--- src/rtl/bcd_serial_adder.sv ---
// Digit-serial NDIG-digit BCD adder, LSD first, one digit per clock with registered decimal carry.
// Optional subtract mode (nine's complement of B, carry-in forced to 1) under `BCD_SUB_EN.
module bcd_serial_adder #(
    parameter int NDIG = 4
) (
    input  logic                clk,
    input  logic                rst,
    input  logic                start,
    input  logic [4*NDIG-1:0]   a,
    input  logic [4*NDIG-1:0]   b,
    input  logic                cin,
`ifdef BCD_SUB_EN
    input  logic                sub,
`endif
    output logic                busy,
    output logic                done,
    output logic [4*NDIG-1:0]   sum,
    output logic                cout,
    output logic                err
);
    localparam int W  = 4 * NDIG;
    localparam int IW = (NDIG > 1) ? $clog2(NDIG) : 1;

    typedef enum logic {IDLE, RUN} state_t;

    state_t          state_q, state_d;
    logic [W-1:0]    a_q, a_d, b_q, b_d, shadow_q, shadow_d, sum_q, sum_d;
    logic [IW-1:0]   idx_q, idx_d;
    logic            carry_q, carry_d, errsh_q, errsh_d;
    logic            cout_q, cout_d, err_q, err_d, done_q, done_d;

    logic            sub_w;
    logic [W-1:0]    b_cap;
    logic            cin_cap, err_cap, last, cy;
    logic [3:0]      ad, bd, dig;
    logic [4:0]      t;

`ifdef BCD_SUB_EN
    assign sub_w = sub;
`else
    assign sub_w = 1'b0;
`endif

    assign last = (idx_q == IW'(NDIG - 1));

    // State register
    always_ff @(posedge clk) begin
        if (rst) state_q <= IDLE;
        else     state_q <= state_d;
    end

    // Next-state logic
    always_comb begin
        state_d = state_q;
        case (state_q)
            IDLE:    if (start) state_d = RUN;
            RUN:     if (last)  state_d = IDLE;
            default: state_d = IDLE;
        endcase
    end

    // Output logic
    always_comb begin
        busy = (state_q == RUN);
    end

    assign done = done_q;
    assign sum  = sum_q;
    assign cout = cout_q;
    assign err  = err_q;

    // Capture-side transform; err is judged on the original B digits.
    always_comb begin
        b_cap   = '0;
        err_cap = 1'b0;
        for (int i = 0; i < NDIG; i++) begin
            b_cap[4*i +: 4] = sub_w ? (4'd9 - b[4*i +: 4]) : b[4*i +: 4];
            err_cap = err_cap | (a[4*i +: 4] > 4'd9) | (b[4*i +: 4] > 4'd9);
        end
        cin_cap = sub_w ? 1'b1 : cin;
    end

    // Single-digit BCD add/correct on digit idx
    always_comb begin
        ad = 4'd0;
        bd = 4'd0;
        for (int i = 0; i < NDIG; i++) begin
            if (idx_q == IW'(i)) begin
                ad = a_q[4*i +: 4];
                bd = b_q[4*i +: 4];
            end
        end
        t = {1'b0, ad} + {1'b0, bd} + {4'd0, carry_q};
        if (t > 5'd9) begin
            dig = t[3:0] + 4'd6;
            cy  = 1'b1;
        end else begin
            dig = t[3:0];
            cy  = 1'b0;
        end
    end

    always_comb begin
        a_d      = a_q;
        b_d      = b_q;
        idx_d    = idx_q;
        carry_d  = carry_q;
        errsh_d  = errsh_q;
        shadow_d = shadow_q;
        sum_d    = sum_q;
        cout_d   = cout_q;
        err_d    = err_q;
        done_d   = 1'b0;
        if (state_q == IDLE) begin
            if (start) begin
                a_d      = a;
                b_d      = b_cap;
                carry_d  = cin_cap;
                errsh_d  = err_cap;
                idx_d    = '0;
                shadow_d = '0;
            end
        end else begin
            for (int i = 0; i < NDIG; i++)
                if (idx_q == IW'(i)) shadow_d[4*i +: 4] = dig;
            carry_d = cy;
            idx_d   = idx_q + IW'(1);
            if (last) begin
                idx_d  = '0;
                sum_d  = shadow_d;
                cout_d = cy;
                err_d  = errsh_q;
                done_d = 1'b1;
            end
        end
    end

    always_ff @(posedge clk) begin
        if (rst) begin
            a_q      <= '0;
            b_q      <= '0;
            idx_q    <= '0;
            carry_q  <= 1'b0;
            errsh_q  <= 1'b0;
            shadow_q <= '0;
            sum_q    <= '0;
            cout_q   <= 1'b0;
            err_q    <= 1'b0;
            done_q   <= 1'b0;
        end else begin
            a_q      <= a_d;
            b_q      <= b_d;
            idx_q    <= idx_d;
            carry_q  <= carry_d;
            errsh_q  <= errsh_d;
            shadow_q <= shadow_d;
            sum_q    <= sum_d;
            cout_q   <= cout_d;
            err_q    <= err_d;
            done_q   <= done_d;
        end
    end
endmodule

--- config.mk ---
export PLATFORM = sky130hd
export DESIGN_NAME = bcd_serial_adder
export DESIGN_NICKNAME = d
export VERILOG_FILES = /design/src/rtl/bcd_serial_adder.sv
export SDC_FILE = /design/constraint.sdc
export NUM_CORES = 1
export LEC_CHECK = 0
export CORE_UTILIZATION = 45
export DETAILED_ROUTE_END_ITERATION = 10
export PLACE_DENSITY = 0.72
export SLEW_MARGIN = 20
export SYNTH_ARGS = -nofsm -noshare
export SYNTH_HDL_FRONTEND = slang
export SYNTH_SLANG_ARGS = --single-unit
--- constraint.sdc ---
create_clock -name clk -period 4.22 [get_ports clk]
set_clock_uncertainty 0.15 [all_clocks]
set_input_delay 1.055 -clock clk [delete_from_list [all_inputs] [get_ports clk]]
set_output_delay 1.055 -clock clk [all_outputs]
set_load 0.05 [all_outputs]
After elaboration in Yosys (flattened, before gate mapping):

Index checks and enable logic that the tools add are counted.

* register bits: 72
* word-level logic and storage cells: 65

* add/sub/neg operators: 4
* $lt $le $gt $ge: 9
* equal/unequal tests: 3
* muxes and demuxes: 25
* bitwise operators: 8
* reduce and logical (&&, ||, !) cells: 5

Operator list (count)
* two-way mux 4 bit: 13
* > comparator 4 bit (second input constant): 8
* two-way mux 16 bit: 2
* OR 1 bit: 7
* two-way mux 1 bit: 6
* two-way mux 2 bit: 3
* adder 4 x 4 -> 5 bit: 1
* adder 5 x 1 -> 5 bit: 1
* > comparator 5 x 4 -> 1 bit (second input constant): 1
* adder 4 x 3 -> 4 bit (second input constant): 1
* equality test 2 bit (second input constant): 2
* AND reduction 2 bit: 2
* adder 2 x 1 -> 2 bit (second input constant): 1
* equality test 2 x 1 -> 1 bit (second input constant): 1
* logical NOT 2 bit: 1
* case mux 1 bit (2 select lines): 1
* nonzero test 2 bit: 1
* OR reduction 2 bit: 1
* inverter 1 bit: 1

Logic depth before layout (Yosys ltp):

* word-level depth: 11
* mapped depth: 19
* depth with buffers taken out: 18

Least setup slack after synthesis:

Ideal clock, no wire load.

* path type: register -> register
* from: register idx_q[0]
* to: register sum_q[11] (netlist: sum[11])
* arrival: 3588 ps
* path slack: 395 ps
* cell stages (with the launch flop): 19
* buffers on the path: 2
* clock period less this slack: 3825 ps
* cell sequence: dfxtp_1 -> inv_1 -> ha_1 -> clkbuf_1 -> clkbuf_1 -> a21oi_1 -> nor2_1 -> a21oi_1 -> fa_1 -> inv_1 -> fa_1 -> xor2_2 -> inv_1 -> ha_1 -> nor2b_1 -> o22a_2 -> o21ai_0 -> a31oi_2 -> o31ai_1

* word-level cells in the longest chain between the ends: 10

RTL lines
* start: declaration: RTL line 28 `logic [IW-1:0] idx_q, idx_d;`
* start signal: assignment: RTL line 153 `idx_q <= idx_d;`
* logical NOT 2 bit: RTL line 88 `if (idx_q == IW'(i)) begin`
* two-way mux 4 bit (4 in a row): RTL line 88
* adder 4 x 4 -> 5 bit: RTL line 93 `t = {1'b0, ad} + {1'b0, bd} + {4'd0, carry_q};`
* adder 5 x 1 -> 5 bit: RTL line 93
* adder 4 x 3 -> 4 bit or > comparator 5 x 4 -> 1 bit (tied branches): RTL line 95, 94
* two-way mux 4 bit: RTL line 94 `if (t > 5'd9) begin`
* two-way mux 4 bit: RTL line 125 `if (idx_q == IW'(i)) shadow_d[4*i +: 4] = dig;`
* end signal: assignment: RTL line 157 `sum_q <= sum_d;`
* end: declaration: RTL line 27 `logic [W-1:0] a_q, a_d, b_q, b_d, shadow_q, shadow_d, sum_q, sum_d;`

Parallel ways exist; a longest one is shown, timed or not.
A chain may end at the register's enable or synchronous reset.

Worst setup path after layout:

* from: register idx_q[1]
* to: register sum_q[7] (netlist: sum[7])

Same word-level chain as after synthesis.

==> reports/metrics.csv <==
stage,metric,value,unit
status,run_status,completed,
place,globalplace.congestion,0.837,
timing,max_freq,255,MHz
floorplanning,floorplan.die.width,87.3,µm
worst_setup_path,worst-r2r-setup-slack,0.29,ns
worst_setup_path,cp.arrival,4.04,ns
clocking,root_buffer,sky130_fd_sc_hd__clkbuf_8,
min_path,timing.hold.worst.class,reg2reg,
timing,setup_viol,0,
clocking,cts_htree_levels,3,
cells_and_area,layout_commonest_cell,sky130_fd_sc_hd__nand2_1,
timing,slew_headroom,29.5,%
worst_setup_path,endpoint_kind,flip-flop,
synthesis,synth_enable_flop_cells,0,
worst_setup_path,critical_path_start_type,flip-flop,
timing,ratio_of_final_minimum_period_to_clock_period,93.1,%
timing,final_period_minus_worst_setup_slack,3.93,ns
detailed_routing,detail-route-antenna-nets,0,
synthesis,synth_flop_cell,sky130_fd_sc_hd__dfxtp_1,
worst_setup_path,critical_path_start_end_classification,reg2reg,
cells_and_area,num_antenna_cells,0,
place,hpwl_after_detailed_placement,5580,µm
worst_setup_path,timing.critical_path.required,4.33,ns
cells_and_area,nFillCells,661,
place,dpl-instance-area,3870,µm²
detailed_routing,detailedRoute.firstIterationViolations,109,
synthesis,synth_fp_nets,461,
worst_setup_path,cell_depth_of_the_worst_flop_to_flop_path,19,
power,power.density,391,nW/µm²
synthesis,synth_compound_gate_area_share,26.9,%
floorplanning,fp-row-count,30,
detailed_routing,routed-via-count,3029,
floorplanning,die_area,7620,µm²
global_routing,global_route_total_usage_across_every_layer,23.1,%
cells_and_area,stdcell_area,4120,µm²
timing,rsz0062_at_grt,false,
synthesis,syn_area_cell,7.91,µm²
synthesis,post_synth_main_area_contributors,"sky130_fd_sc_hd__dfxtp_1, sky130_fd_sc_hd__nand2_1, sky130_fd_sc_hd__a21oi_1",
detailed_routing,drc,0,
timing,total_negative_setup_slacks,0,ns
synthesis,post_synth_and_or_nand_nor_area_fraction,21.1,%
synthesis,synth_seq_area_share,41.6,%
clocking,tritoncts_clock_tree,done,
timing,report.final.slew_viol_count,0,
detailed_routing,route.final.wire_length,7910,µm
clocking,clock_path_buffers,2,
synthesis,synth_async_sr_flop_share,0,%
cells_and_area,net_count_final,503,
global_routing,number_of_global_route_vias_before_repair,2879,
synthesis,yosys-mux-area-fraction,0,%
cells_and_area,synthToLayoutAreaGrowth,25.9,%
min_path,start_point_of_the_worst_hold_path,sum[0],
detailed_routing,count_of_tritonroute_iterations_in_the_first_routing_pass,5,
synthesis,netlist.area_leader.share,41.6,%
min_path,min_delay_worst_endpoint,sum[0],
detailed_routing,via_per_inst,5.44,
min_path,worstHoldPathCells,2,
clocking,tritoncts.num_buffers,9,
worst_setup_path,r2r-end,sum[7],
floorplanning,initial_utilization,47.4,%
clocking,clock-sinks,68,
floorplanning,pin_count,56,
worst_setup_path,critPathMaxFanout,10,
floorplanning,core_area,6910,µm²
clocking,clkTransAtPathRegs,0.07,ns
global_routing,wire_length_of_the_first_global_routing_pass,13400,µm
power,cellLeakagePower,1.47,nW
cells_and_area,layout_common_cells,"sky130_fd_sc_hd__nand2_1, sky130_fd_sc_hd__dfxtp_1, sky130_fd_sc_hd__a21oi_1",
timing,tightestPinTransition,1.06,ns
synthesis,synth_adder_area_share,4.66,%
floorplanning,die_y,87.3,µm
synthesis,synth.cell_area,3280,µm²
synthesis,netlist_instances,414,
clocking,worst_skew_pair.late_latency,0.35,ns
power,vdd.ir_drop.worst,232,µV
place,io_buffer_count,55,
synthesis,synth_cell_types,50,
synthesis,synth.ff_latch_count,68,
synthesis,yosys_warnings,0,
global_routing,antenna_found_initial,0,
cells_and_area,drive_above_1_share,9.33,%
global_routing,globalRouteOverflowTotal,0,
detailed_routing,avgRoutedWirePerCell,14.2,µm
synthesis,post_synth_xor_area_fraction,0.764,%
synthesis,synthDominantAreaCellType,sky130_fd_sc_hd__dfxtp_1,
worst_setup_path,regToRegStartpoint,idx_q[1],
timing,hold_viol_final,0,
run,max_cap_viol_count,0,
synthesis,dominant_combinational_cell_family_by_area_after_synthesis,compound AO/OA/AOI/OAI gates,
global_routing,pin_count_of_the_biggest_net_entering_global_routing,61,
==> Yosys cell counts (all sizes together) (2+ instances only) <==
cell and instances:
nor3b 3, nor2b 2, nand2 98, nand2b 4, nand3 11, nor2 15, and3b 2, buf 3
o211ai 6, a21oi 64, nand3b 8, a22oi 3, o31ai 13, clkbuf 29, a211oi 4, a21o 3
o21bai 3, fa 2, dfxtp 68, nor4b 3, inv 8, nor3 4, o21ai 22, o22ai 3
a31oi 9, ha 9
==> how the worst max path moves through the flow <==
stage / start / end / slack (ns) / cells past startpoint
2_1_floorplan: idx_q[0] / sum[11] / 0.39 / 18
3_3_place_gp: idx_q[0] / sum[11] / 0.41 / 17
3_5_place_dp: idx_q[0] / sum[11] / 0.20 / 16
4_1_cts: idx_q[0] / sum[7] / 0.19 / 16
5_1_grt: idx_q[0] / sum[7] / 0.04 / 17
6_report: idx_q[1] / sum[7] / 0.29 / 19
==> logic make-up after synthesis <==
logic type               after synthesis
AO/OA/AOI/OAI                        138
XOR/XNOR                               2
adder cells (fa/ha/maj)               11
buffers and inverters                 41
flip-flops                            68
AND/OR/NAND/NOR                      154
==> power breakdown <==
group          switching, W  total (W)  internal (W)
clock network      0.000253   0.000646      0.000393
registers         0.0000183   0.000685      0.000667
logic              0.000165   0.000279      0.000114
==> registers in the layout, summed over array words and instances (netlist names) <==
register	count
errsh_q	1
busy	1
idx_q	2
shadow_q	12
carry_q	1
b_q	16
done	1
err	1
a_q	16
sum	16
cout	1
==> critical path: stages, from the launching register on <==
cell and delay (ns):
sky130_fd_sc_hd__dfxtp_1 0.37, sky130_fd_sc_hd__inv_1 0.09, sky130_fd_sc_hd__ha_1 0.27, sky130_fd_sc_hd__buf_4 0.19, sky130_fd_sc_hd__nand2_1 0.06, sky130_fd_sc_hd__a21oi_1 0.05
sky130_fd_sc_hd__a21oi_1 0.13, sky130_fd_sc_hd__nor2_1 0.06, sky130_fd_sc_hd__a21oi_2 0.14, sky130_fd_sc_hd__fa_1 0.21, sky130_fd_sc_hd__inv_1 0.06, sky130_fd_sc_hd__fa_1 0.42
sky130_fd_sc_hd__xor2_2 0.22, sky130_fd_sc_hd__inv_1 0.08, sky130_fd_sc_hd__ha_1 0.19, sky130_fd_sc_hd__nor2b_1 0.15, sky130_fd_sc_hd__o22a_2 0.27, sky130_fd_sc_hd__o21ai_0 0.22
sky130_fd_sc_hd__a31oi_2 0.22, sky130_fd_sc_hd__o31ai_1 0.28
==> layout make-up <==
cell class	count	area (µm²)	area share, %
timing repair buffer	63	606	14.7
clock inverter	6	113	2.73
inverter	9	33.8	0.819
sequential	68	1360	33.0
tap	96	120	2.91
clock buffer	10	128	3.09
multi-input combinational	305	1760	42.7
==> stage by stage <==
step / total power [W] / util [%] / instances / setup slack [ns] / hold slack, ns
after global placement: 0.000969 / 56.1 / 541 / 0.407 / 0.292
after detailed placement: 0.000975 / 56.1 / 541 / 0.198 / 0.295
final: 0.00161 / 59.7 / 557 / 0.292 / 0.302
after floorplan: 0.000888 / - / 414 / 0.395 / 0.279
after global routing: 0.00168 / 59.7 / 557 / 0.0377 / 0.326
after CTS: 0.00162 / 59.6 / 557 / 0.195 / 0.305
==> layer usage <==
layer	global-route usage, %	routed length, µm	vias up
met5	0	0	-
met4	9.39	124	0
met3	5.31	302	13
met2	37.6	3830	66
met1	29.3	3650	1418
li1	-	-	1532
==> timing repair <==
item / CTS / global route
gates resized for setup: 0 / 4
setup buffers: 0 / 0
setup endpoints to repair: 0 / 18
hold buffers: 0 / 0
(Power assumes the default switching activity.)
